==> src/rtl/ldm_pkg.sv <==
// Shared constants and types for the LED dot matrix (LDM) scan controller.
// Holds the matrix geometry and the row-scan FSM state encoding.
package ldm_pkg;

    localparam int unsigned LDM_ROWS   = 16;
    localparam int unsigned LDM_COLS   = 16;
    localparam int unsigned LDM_ADDR_W = 4;

    // Row-scan FSM encoding
    localparam logic [1:0] LDM_ST_BLANK = 2'd0;
    localparam logic [1:0] LDM_ST_LOAD  = 2'd1;
    localparam logic [1:0] LDM_ST_SHOW  = 2'd2;

    typedef enum logic [1:0] {
        StBlank = LDM_ST_BLANK,
        StLoad  = LDM_ST_LOAD,
        StShow  = LDM_ST_SHOW
    } ldm_state_e;

    typedef logic [LDM_COLS-1:0] ldm_row_t;

endpackage

==> src/rtl/ldm_prescaler.sv <==
// Scan-tick prescaler for the LDM controller.
// Divides clk by CLK_DIV to produce a one-cycle scan tick. It also produces
// ldm_clk, which toggles on every tick, giving a period of 2*CLK_DIV clk.
//
// Ports:
//   clk      in   system clock
//   rstn     in   asynchronous active-low reset
//   tick     out  one-cycle strobe, high when the divider reaches CLK_DIV-1
//   ldm_clk  out  registered scan clock toward the matrix drivers
module ldm_prescaler #(
    parameter int unsigned CLK_DIV = 4
) (
    input  logic clk,
    input  logic rstn,
    output logic tick,
    output logic ldm_clk
);

    localparam logic [7:0] DIV_LAST = 8'(CLK_DIV - 1);

    logic [7:0] div_cnt_q, div_cnt_d;
    logic       ldm_clk_q, ldm_clk_d;

    always_comb begin
        tick      = (div_cnt_q == DIV_LAST);
        div_cnt_d = tick ? 8'd0 : div_cnt_q + 8'd1;
        ldm_clk_d = ldm_clk_q ^ tick;
    end

    always_ff @(posedge clk or negedge rstn) begin
        if (!rstn) begin
            div_cnt_q <= 8'd0;
            ldm_clk_q <= 1'b0;
        end else begin
            div_cnt_q <= div_cnt_d;
            ldm_clk_q <= ldm_clk_d;
        end
    end

    assign ldm_clk = ldm_clk_q;

endmodule

==> src/rtl/ldm_scan_ctrl.sv <==
// Row-scan controller for the 16x16 LED dot matrix.
// Keeps a double-buffered frame store: the front buffer is scanned out to the
// matrix, and the back buffer is written by the host. A host swap request is
// honoured only at the frame boundary, so a frame is never torn.
//
// Each row runs BLANK (BLANK_TICKS ticks, enable low) -> LOAD (1 tick, address
// and data latched, enable low) -> SHOW (DWELL_TICKS ticks, enable high).
//
// Ports:
//   clk          in   system clock
//   rstn         in   asynchronous active-low reset
//   wr_en        in   write one back-buffer row this cycle
//   wr_addr      in   row index for the write
//   wr_data      in   column pattern for the write (bit i = column i)
//   swap_req     in   level swap request, held until swap_ack
//   swap_ack     out  one-cycle pulse when the swap is performed
//   ldm_clk      out  scan clock
//   ldm_addr_en  out  row enable, high only while a row is shown
//   ldm_addr     out  current row address
//   ldm_data     out  column data of the current row (front buffer)
//   frame_done   out  one-cycle pulse after row 15 finishes
module ldm_scan_ctrl
    import ldm_pkg::*;
#(
    parameter int unsigned CLK_DIV     = 4,
    parameter int unsigned BLANK_TICKS = 2,
    parameter int unsigned DWELL_TICKS = 8
) (
    input  logic                  clk,
    input  logic                  rstn,
    input  logic                  wr_en,
    input  logic [LDM_ADDR_W-1:0] wr_addr,
    input  logic [LDM_COLS-1:0]   wr_data,
    input  logic                  swap_req,
    output logic                  swap_ack,
    output logic                  ldm_clk,
    output logic                  ldm_addr_en,
    output logic [LDM_ADDR_W-1:0] ldm_addr,
    output logic [LDM_COLS-1:0]   ldm_data,
    output logic                  frame_done
);

    localparam logic [7:0]            BLANK_LAST = 8'(BLANK_TICKS - 1);
    localparam logic [7:0]            DWELL_LAST = 8'(DWELL_TICKS - 1);
    localparam logic [LDM_ADDR_W-1:0] ROW_LAST   = LDM_ADDR_W'(LDM_ROWS - 1);

    logic tick;

    ldm_prescaler #(
        .CLK_DIV (CLK_DIV)
    ) u_prescaler (
        .clk     (clk),
        .rstn    (rstn),
        .tick    (tick),
        .ldm_clk (ldm_clk)
    );

    // Frame store: frame_q[front_q] is displayed, the other buffer is host-writable.
    ldm_row_t frame_q [2][LDM_ROWS];

    ldm_state_e            state_q, state_d;
    logic [7:0]            tick_cnt_q, tick_cnt_d;
    logic [LDM_ADDR_W-1:0] row_q, row_d;
    logic                  front_q, front_d;
    logic                  pending_q, pending_d;
    // armed_q is cleared by an ack and set again once swap_req is seen low,
    // so a request held across an ack cannot trigger a second swap.
    logic                  armed_q, armed_d;
    logic                  addr_en_q, addr_en_d;
    logic [LDM_ADDR_W-1:0] addr_q, addr_d;
    ldm_row_t              data_q, data_d;
    logic                  frame_done_q, frame_done_d;
    logic                  swap_ack_q, swap_ack_d;

    logic                  boundary;
    logic                  req_new;

    always_comb begin
        state_d      = state_q;
        tick_cnt_d   = tick_cnt_q;
        row_d        = row_q;
        front_d      = front_q;
        pending_d    = pending_q;
        armed_d      = armed_q;
        addr_en_d    = addr_en_q;
        addr_d       = addr_q;
        data_d       = data_q;
        frame_done_d = 1'b0;
        swap_ack_d   = 1'b0;
        boundary     = 1'b0;
        req_new      = swap_req & armed_q;

        if (tick) begin
            unique case (state_q)
                StBlank: begin
                    if (tick_cnt_q == BLANK_LAST) begin
                        state_d    = StLoad;
                        tick_cnt_d = 8'd0;
                        // Latch address/data on entry to LOAD so they are stable for
                        // the whole LOAD tick before the enable rises.
                        addr_d     = row_q;
                        data_d     = frame_q[front_q][row_q];
                    end else begin
                        tick_cnt_d = tick_cnt_q + 8'd1;
                    end
                end
                StLoad: begin
                    state_d    = StShow;
                    tick_cnt_d = 8'd0;
                    addr_en_d  = 1'b1;
                end
                StShow: begin
                    if (tick_cnt_q == DWELL_LAST) begin
                        state_d    = StBlank;
                        tick_cnt_d = 8'd0;
                        addr_en_d  = 1'b0;
                        row_d      = row_q + 1'b1;
                        boundary   = (row_q == ROW_LAST);
                    end else begin
                        tick_cnt_d = tick_cnt_q + 8'd1;
                    end
                end
                default: begin
                    state_d    = StBlank;
                    tick_cnt_d = 8'd0;
                end
            endcase
        end

        frame_done_d = boundary;

        if (boundary && (pending_q || req_new)) begin
            front_d    = ~front_q;
            swap_ack_d = 1'b1;
            pending_d  = 1'b0;
            armed_d    = 1'b0;
        end else begin
            if (req_new) begin
                pending_d = 1'b1;
            end
            if (!swap_req) begin
                armed_d = 1'b1;
            end
        end
    end

    always_ff @(posedge clk or negedge rstn) begin
        if (!rstn) begin
            state_q      <= StBlank;
            tick_cnt_q   <= 8'd0;
            row_q        <= '0;
            front_q      <= 1'b0;
            pending_q    <= 1'b0;
            armed_q      <= 1'b1;
            addr_en_q    <= 1'b0;
            addr_q       <= '0;
            data_q       <= '0;
            frame_done_q <= 1'b0;
            swap_ack_q   <= 1'b0;
        end else begin
            state_q      <= state_d;
            tick_cnt_q   <= tick_cnt_d;
            row_q        <= row_d;
            front_q      <= front_d;
            pending_q    <= pending_d;
            armed_q      <= armed_d;
            addr_en_q    <= addr_en_d;
            addr_q       <= addr_d;
            data_q       <= data_d;
            frame_done_q <= frame_done_d;
            swap_ack_q   <= swap_ack_d;
        end
    end

    // Writes use the pre-edge front select, so a write in the swap cycle lands in
    // the buffer that becomes front, and the displayed buffer is never touched.
    always_ff @(posedge clk or negedge rstn) begin
        if (!rstn) begin
            for (int b = 0; b < 2; b++) begin
                for (int r = 0; r < LDM_ROWS; r++) begin
                    frame_q[b][r] <= '0;
                end
            end
        end else if (wr_en) begin
            frame_q[~front_q][wr_addr] <= wr_data;
        end
    end

    assign swap_ack    = swap_ack_q;
    assign ldm_addr_en = addr_en_q;
    assign ldm_addr    = addr_q;
    assign ldm_data    = data_q;
    assign frame_done  = frame_done_q;

endmodule

==> config.mk <==
export PLATFORM = sky130hd
export DESIGN_NAME = ldm_scan_ctrl
export DESIGN_NICKNAME = d
export VERILOG_FILES = /design/src/rtl/ldm_pkg.sv /design/src/rtl/ldm_prescaler.sv /design/src/rtl/ldm_scan_ctrl.sv
export SDC_FILE = /design/constraint.sdc
export NUM_CORES = 1
export LEC_CHECK = 0
export BUFFER_PORTS_ARGS = -buffer_cell sky130_fd_sc_hd__buf_2
export CORE_UTILIZATION = 59
export DETAILED_ROUTE_END_ITERATION = 16
export HOLD_SLACK_MARGIN = 0.1
export PLACE_DENSITY_LB_ADDON = 0.08
export REMOVE_ABC_BUFFERS = 1
export SLEW_MARGIN = 15
export SYNTH_ARGS = -nofsm -noshare
export SYNTH_HDL_FRONTEND = slang
export SYNTH_HIERARCHICAL = 1
export SYNTH_SLANG_ARGS = --single-unit
export TNS_END_PERCENT = 30
==> constraint.sdc <==
create_clock -name clk -period 4.4 [get_ports clk]
set_clock_uncertainty 0.2 [all_clocks]
set_input_delay 0.22 -clock clk [delete_from_list [all_inputs] [get_ports clk]]
set_output_delay 0.22 -clock clk [all_outputs]
set_load 0.02 [all_outputs]
==> impl_metrics.json <==
{
  "syn_inst": 1679,
  "drtIter0Drc": 969,
  "cp_top_family": "multiplexers",
  "ys_ff_latch": 561,
  "total_power_mw": 11.6,
  "crit_arrival_ns": 3.53,
  "grt_usage_pct": 28.8,
  "timing.final.crit_period_ns": 3.26,
  "layout.nets": 1712,
  "antennaDiodeCount": 0,
  "rsz0062_at_grt": "no",
  "ys.flop_type": "dfrtp_1",
  "finalHoldViolCount": 0,
  "dp_hpwl_um": 36300,
  "p_per_area_nw_per_um2": 413,
  "cpPeakStageDelay_ns": 0.80,
  "hold_class": "input port to async pin",
  "setup_viol": 0,
  "synth_seq_area_share_pct": 55.1,
  "cts_tree": "done",
  "syn_to_final_growth_pct": 10.1,
  "r2r_end": "ldm_data[4]$_DFFE_PN0P_",
  "numClockSinks": 561,
  "r2r_cells": 5,
  "critical_path.max_fanout": 29,
  "relSlewSlack_pct": 30.8,
  "layout_common_cells": "557 x dfrtp_1, 517 x mux2_2, 96 x mux4_2",
  "critPathBufInv": 1,
  "antenna_found_initial": 4,
  "whs_ns": 0.0628,
  "ant_nets": 0,
  "die_h_um": 210,
  "yosysWarnings": 6,
  "yosys.cell_types.count": 53,
  "slew_viol_final": 0,
  "die_area_um2": 44000,
  "reg2reg_slack_ns": 1.14,
  "dp_cells": 2160,
  "fillCellCount": 3070,
  "avgSynthCellArea_um2": 15.2,
  "crit_type": "flip-flop to flip-flop",
  "finalNonFillerCells": 2267,
  "drt-pass1-iter-count": 5,
  "grt_pass1_wl_um": 94900,
  "grt_max_degree": 111,
  "clk_latency_ns": 0.62,
  "wl_um": 60600,
  "worstPathCellList": "buf_4 > mux4_2 > mux2_2 > a221oi_1 > o31ai_1",
  "core_area_um2": 42200,
  "drive_above_1_share_pct": 47.7,
  "clkTransAtPathRegs_ns": 0.06,
  "gp_congestion": 0.789,
  "io_pins": 48,
  "htreeDepth": 2,
  "critPathCaptureType": "flip-flop",
  "clk_path_buf_depth": 3,
  "tightest_slew_ns": 1.04,
  "fmax_mhz": 307,
  "final_common_cell": "dfrtp_1",
  "vias": 14591,
  "post_cts_resized": 0,
  "critPathSlowestCell": "dfrtp_4",
  "overflow": 0,
  "root_buffer": "clkbuf_16",
  "status": "complete, no violations",
  "peakVddDrop_mv": 0.290,
  "critPathLaunchType": "flip-flop",
  "synth_edf_count": 0,
  "start_util_pct": 60.3,
  "io_buffers": 47,
  "p_leak_nw": 13.0,
  "async_flop_share_pct": 100,
  "finalCritPeriodShare_pct": 74.1,
  "viasPerCell": 6.44,
  "max-cap-violations": 0,
  "cts_setup_buffers": 0,
  "wl_per_cell_um": 26.7,
  "rows": 75,
  "syn_area_um2": 25500,
  "hold_buffers": 4,
  "required_ns": 4.67,
  "drc": 0,
  "die_w_um": 210,
  "final_util_pct": 66.4,
  "reg2reg_from": "front_q$_DFFE_PN0P_",
  "cts_buffers": 57,
  "grt_pass1_vias": 15090
}
[cell usage after synthesis (3+ instances only)]
master	count	share of area (%)
xor2_1	5	0.17
nand2b_1	4	0.098
dfrtp_1	560	55
buf_1	5	0.074
o31ai_1	16	0.47
nor2b_1	8	0.20
buf_6	5	0.22
clkbuf_1	82	1.2
o221ai_1	16	0.55
a211oi_1	16	0.47
and3_1	4	0.098
mux2_1	5	0.22
mux4_2	96	8.5
mux2_2	517	23
a22o_1	16	0.55
nor2_1	16	0.24
inv_1	7	0.10
a21oi_1	18	0.35
mux2_4	10	0.59
nor4_2	3	0.15
a2bb2oi_1	16	0.55
nor3_2	3	0.12
buf_4	16	0.47
a221oi_1	16	0.55
mux2i_1	66	2.6
buf_2	46	0.90
nand4_1	7	0.17
nand2_1	34	0.50
xnor2_1	8	0.28
o21ai_0	6	0.12
nand3_1	16	0.31
nor2_2	4	0.098
ha_1	4	0.20
[power breakdown]
part / leakage [nW] / internal (mW) / switching, mW / total, mW
clock: 0.913 / 2.77 / 1.99 / 4.76
sequential: 7.38 / 5.71 / 0.264 / 5.97
combinational: 4.74 / 0.455 / 0.384 / 0.839
[routing by layer]
metal | share of wire, % | track usage, %
met5 | 0.071 | 0
met4 | 1.9 | 7.45
met3 | 5.2 | 4.70
met2 | 46 | 44.2
met1 | 47 | 43.2
[flip-flops by register name (all words and copies together), names as in the netlist, 2 cells and up]
register,count
ldm_data,16
u_prescaler/div_cnt_q,8
tick_cnt_q,8
row_q,4
frame_q,512
ldm_addr,4
state_q,2
[cells by family (layout without fill, tap and decap cells)]
family          after synthesis  count (layout)  share of synthesized area (%)
simple gates                118             118                           2.66
flops                       561             561                           55.1
compound gates              128             128                           3.85
fa+ha+maj                     4               4                          0.197
mux                         694             694                           34.7
buf+inv                     161             210                           2.98
xor+xnor                     13              13                          0.447
[how the worst max path moves through the flow]
stage	end	slack [ns]	cells after the start	start
6_report	ldm_data[4]$_DFFE_PN0P_	1.14	5	front_q$_DFFE_PN0P_
5_1_grt	ldm_data[4]$_DFFE_PN0P_	1.01	5	front_q$_DFFE_PN0P_
4_1_cts	ldm_data[4]$_DFFE_PN0P_	1.07	5	front_q$_DFFE_PN0P_
3_5_place_dp	ldm_data[4]$_DFFE_PN0P_	1.07	5	front_q$_DFFE_PN0P_
3_3_place_gp	ldm_data[5]$_DFFE_PN0P_	1.13	5	front_q$_DFFE_PN0P_
2_1_floorplan	frame_q[368]$_DFFE_PN0P_	-3.61	2	front_q$_DFFE_PN0P_
[final cells by class]
cell class,count,area (um2),area share (%)
multi-input combinational,957,10700,38.1
clock inverter,10,78.8,0.281
inverter,7,26.3,0.0937
sequential,561,14000,50.1
clock buffer,93,1760,6.29
tap,539,674,2.41
timing repair buffer,100,753,2.69
[metrics by stage]
stage               setup TNS, ns  area [um2]  setup WS, ns
detailed placement              0       26200          1.07
finish                          0       28000          1.14
CTS                             0       28000          1.07
global placement                0       26200          1.13
floorplan                -1316.22       24700         -3.61
global route                    0       28000          1.01
Note: power is estimated with default switching activity, not from simulation.
